--- src/rtl/serial_pkg.sv ---
`default_nettype none
// +----------------------------------------------------------------------+
// | Module  : serial_pkg                                                 |
// | Purpose : Shared frame geometry and state encoding for the serial    |
// |           receiver and transmitter.                                  |
// | Contents: DATA_BITS, FRAME_BITS, IDLE_LEVEL, CNT_W, state_t          |
// | Revision: 1.0 - initial release                                      |
// +----------------------------------------------------------------------+
package serial_pkg;

  // Payload width, full frame length (start + data + parity + stop) and
  // the level the line rests at between frames.
  localparam int   DATA_BITS  = 7;
  localparam int   FRAME_BITS = 10;
  localparam logic IDLE_LEVEL = 1'b1;

  // Bit counter width, wide enough to index every payload bit.
  localparam int   CNT_W      = $clog2(DATA_BITS);

  typedef enum logic [2:0] {
    IDLE      = 3'd0,
    DATA      = 3'd1,
    PARITY    = 3'd2,
    STOP      = 3'd3,
    WAIT_HIGH = 3'd4
  } state_t;

endpackage : serial_pkg
`default_nettype wire

--- src/rtl/receiver.sv ---
`default_nettype none
// +----------------------------------------------------------------------+
// | Module  : receiver                                                   |
// | Purpose : Serial frame receiver, one bit per clock. Frame is start   |
// |           (0), D0..D6 LSB first, even-parity bit, stop (1). Good     |
// |           frames are handed to a valid/ready consumer; bad parity    |
// |           is flagged but still delivered.                            |
// | Ports   : clk        - clock, serial_in sampled on every rising edge |
// |           rst        - synchronous active-high reset                 |
// |           serial_in  - serial line, idles high                       |
// |           ready      - consumer accepts when ready && valid          |
// |           data_out   - payload of the last accepted frame            |
// |           valid      - data_out/parity_err hold an unconsumed frame  |
// |           parity_err - frame in data_out failed the parity check     |
// |           frame_err  - one-cycle pulse on a low stop bit             |
// |           overrun    - sticky, a frame was dropped while pending     |
// | Revision: 1.0 - initial release                                      |
// +----------------------------------------------------------------------+
module receiver
  import serial_pkg::*;
(
  input  logic                 clk,
  input  logic                 rst,
  input  logic                 serial_in,
  input  logic                 ready,
  output logic [DATA_BITS-1:0] data_out,
  output logic                 valid,
  output logic                 parity_err,
  output logic                 frame_err,
  output logic                 overrun
);

  localparam logic [CNT_W-1:0] C_LAST_BIT = CNT_W'(DATA_BITS - 1);

  state_t               r_state;
  logic [CNT_W-1:0]     r_cnt;
  logic [DATA_BITS-1:0] r_shift;
  logic                 r_par;

  logic                 w_complete;
  logic                 w_accept;
  logic                 w_par_bad;

  // A frame completes on the edge that samples a high stop bit.
  assign w_complete = (r_state == STOP) && (serial_in == IDLE_LEVEL);

  // The holding register can take the new frame if it is empty or is
  // being drained in this very cycle.
  assign w_accept   = !valid || ready;

  // Parity bit plus data must hold an even number of ones.
  assign w_par_bad  = r_par ^ (^r_shift);

  always_ff @(posedge clk) begin
    if (rst) begin
      r_state    <= IDLE;
      r_cnt      <= '0;
      r_shift    <= '0;
      r_par      <= 1'b0;
      data_out   <= '0;
      valid      <= 1'b0;
      parity_err <= 1'b0;
      frame_err  <= 1'b0;
      overrun    <= 1'b0;
    end else begin
      frame_err <= 1'b0;

      // Output handshake: a completion takes priority over a plain drain
      // because loading a new frame also retires the old one.
      if (w_complete) begin
        if (w_accept) begin
          data_out   <= r_shift;
          parity_err <= w_par_bad;
          valid      <= 1'b1;
        end else begin
          overrun    <= 1'b1;
        end
      end else if (valid && ready) begin
        valid <= 1'b0;
      end

      case (r_state)
        IDLE: begin
          if (serial_in != IDLE_LEVEL) begin
            r_state <= DATA;
            r_cnt   <= '0;
          end
        end

        DATA: begin
          r_shift[r_cnt] <= serial_in;
          if (r_cnt == C_LAST_BIT) begin
            r_cnt   <= '0;
            r_state <= PARITY;
          end else begin
            r_cnt   <= r_cnt + 1'b1;
          end
        end

        PARITY: begin
          r_par   <= serial_in;
          r_state <= STOP;
        end

        STOP: begin
          if (serial_in == IDLE_LEVEL) begin
            // Straight back to IDLE so a start bit on the next cycle is
            // picked up without a gap.
            r_state <= IDLE;
          end else begin
            frame_err <= 1'b1;
            r_state   <= WAIT_HIGH;
          end
        end

        WAIT_HIGH: begin
          // A low line after a framing error is not a start bit.
          if (serial_in == IDLE_LEVEL) begin
            r_state <= IDLE;
          end
        end

        default: begin
          r_state <= IDLE;
        end
      endcase
    end
  end

endmodule : receiver
`default_nettype wire

--- config.mk ---
export PLATFORM = sky130hd
export DESIGN_NAME = receiver
export DESIGN_NICKNAME = d
export VERILOG_FILES = /design/src/rtl/serial_pkg.sv /design/src/rtl/receiver.sv
export SDC_FILE = /design/constraint.sdc
export NUM_CORES = 1
export LEC_CHECK = 0
export ABC_AREA = 1
export CAP_MARGIN = 30
export CORE_ASPECT_RATIO = 1.2
export CORE_MARGIN = 2
export CORE_UTILIZATION = 45
export DETAILED_ROUTE_END_ITERATION = 12
export GPL_TIMING_DRIVEN = 0
export HOLD_SLACK_MARGIN = 0.12
export PLACE_DENSITY_LB_ADDON = 0.15
export SETUP_SLACK_MARGIN = 0.15
export SLEW_MARGIN = 20
export SYNTH_ARGS = -nofsm -noshare
export SYNTH_HDL_FRONTEND = slang
export SYNTH_SLANG_ARGS = --single-unit
--- constraint.sdc ---
create_clock -name clk -period 3.2 [get_ports clk]
set_clock_uncertainty 0.2 [all_clocks]
set_input_delay 0.64 -clock clk [delete_from_list [all_inputs] [get_ports clk]]
set_output_delay 0.64 -clock clk [all_outputs]
set_load 0.01 [all_outputs]
==> summary.txt <==
status: complete, no violations
final wirelength: 2.319 mm
gr usage total: 17.59%
n_diodes: 0
Setup crit start kind: flip-flop
Slew @ Worst Pin: 0.4472 ns
Max Cap Viol: 0
setup TNS: 0 ns
top sig layer: met4
Avg WL per Cell: 10.79 um
RSZ-0062 raised after global routing: no
part of the cycle the worst path needs: 64.60%
cells after synthesis: 165
initial antenna violation count: 0
Iter 0 DRT Violations: 23
Area Overhead vs Synth: 17.08%
CP Cell Sequence: clkdlybuf4s50_1
final setup vio count: 0
met3 WL: 59 um
CP Capture Type: output pin
HPWL Detailed: 1.764 mm
pin count of the biggest net entering global routing: 14
hold depth: 2
final hold vios: 0
final hold slack: 0.2883 ns
largest area contributor in the netlist: dfxtp_1
vias in the first global route: 970
WL met1: 1.059 mm
Core ar.: 0.002477 mm^2
total power: 0.6365 mW
first-pass GRT wire length: 3.974 mm
WS Path Type: reg -> out
Initial DRT Pass Iterations: 4
Critical Path RT: 2.36 ns
highest-count cells in the layout ignoring fill and taps: 36 x nand2_1, 25 x dfxtp_1, 22 x nor2_1
layout cells sized above 1: 11.54%
final instance area: 0.001355 mm^2
post-synthesis register bit count: 25
Critical Path Max Stage Delay: 0.54 ns
Via density: 4.972
clk buf depth: 2
Hold WC Path Type: reg -> reg
fmax: 483.7 MHz
number of cells after detailed placement: 211
top cell type's share of synthesized area: 43.24%
# DRC: 0
Bufs and invs on worst path: 1
CP top delay family: buffers and inverters
GP Congestion: 0.9386
H-tree levels: 1
post_cts resized: 0
final cell count without fillers: 215
synth unique cells: 25
Die Y: 59.56 um
power per cell area: 469.7 mW/mm^2
CP Max Fanout: 2
clock slew at reported path FFs: 0.13 ns
io pins: 15
cell row count: 20
register area share after synthesis: 43.24%
met2 wire length: 1.159 mm
initial core utilization: 46.72%
Buffers on Ports: 13
Setup WS post-layout: 1.133 ns
DP Area: 0.001329 mm^2
ANT nets after route: 0
Leak Pwr: 0.5525 nW
via count: 1069
# clock sinks: 25
Worst-Skew Late Latency: 0.31 ns
CTS buffer count: 3
Setup WS pre-CTS: 1.109 ns
synth top area cells: dfxtp_1 43%, nand2_1 12%, nor2_1 7.1%
CTS root buf: clkbuf_4
WP data arrival: 1.23 ns
Final Util: 54.70%
Worst path depth: 1
CTS tree: built
Hold-fix buffers, CTS: 0
YS warnings: 0
Final Slew Violations: 0
minimum clock period after layout: 2.067 ns
Final nets: 187
Worst VDD drop: 0.2960 mV
Setup Buffers After CTS: 0
R2R cell count: 6
most common cell after layout, fill and taps aside: nand2_1
total die area: 0.002995 mm^2
cell area after synthesis: 0.001157 mm^2
syn avg cell area: 7.014 um^2
CP max-delay cell: clkdlybuf4s50_1
die width: 50.30 um
Relative slew margins: 70.19%
Mapped Nets: 169
global route overflow: 0
[Yosys cell counts, drive strengths merged]
master / instances
nor2: 23
dfxtp: 25
xnor2: 1
nor3: 3
nand2: 38
nand3: 15
buf: 2
nand4: 1
a211oi: 1
a31oi: 2
a21oi: 17
clkinv: 1
clkbuf: 2
o21ai: 13
inv: 21
[where the power goes]
group / switching [mW] / internal, mW / leakage [nW] / total (mW)
Sequential: 0.0210 / 0.332 / 0.202 / 0.353
Combinational: 0.0932 / 0.0529 / 0.335 / 0.146
Clock: 0.0882 / 0.0487 / 0.0150 / 0.137
[cells by family after synthesis]
group,after synthesis,synth area share [%]
AOI/OAI and AO/OA,33,16.33
xor gates and xnor gates,1,0.7569
buffers and inverters,26,9.620
DFF,25,43.24
and+or+nand+nor,80,30.05
[state kept, by name, summed over array words and instances, names as in the netlist]
signal / count
data_out: 7
frame_err: 1
overrun: 1
parity_err: 1
r_shift: 7
valid: 1
r_par: 1
r_cnt: 3
r_state: 3
[layer usage]
| layer | track usage (%) | up-vias |
|---|---|---|
| met2 | 33.27 | 16 |
| li1 | - | 565 |
| met5 | 0 | - |
| met4 | 9.653 | 0 |
| met1 | 18.58 | 484 |
| met3 | 2.525 | 4 |
[layout make-up]
cell class                      count  area (um^2)
Inverter                           22        83.83
Tap cell                           33        41.29
Multi-Input combinational cell    114        545.5
Buffer                              4        27.53
Sequential cell                    25        500.5
Timing Repair Buffer               13        130.1
Clock buffer                        4        26.28
Fill cell                         256         1122
[final timing paths]
check         startpoint     endpoint  slack (ns)
max          data_out[4]  data_out[4]        1.13
min              overrun      overrun        0.29
min reg2reg      overrun      overrun        0.29
max reg2reg   r_state[1]   r_shift[5]        1.69
Note: power is estimated with default switching activity, not from simulation.
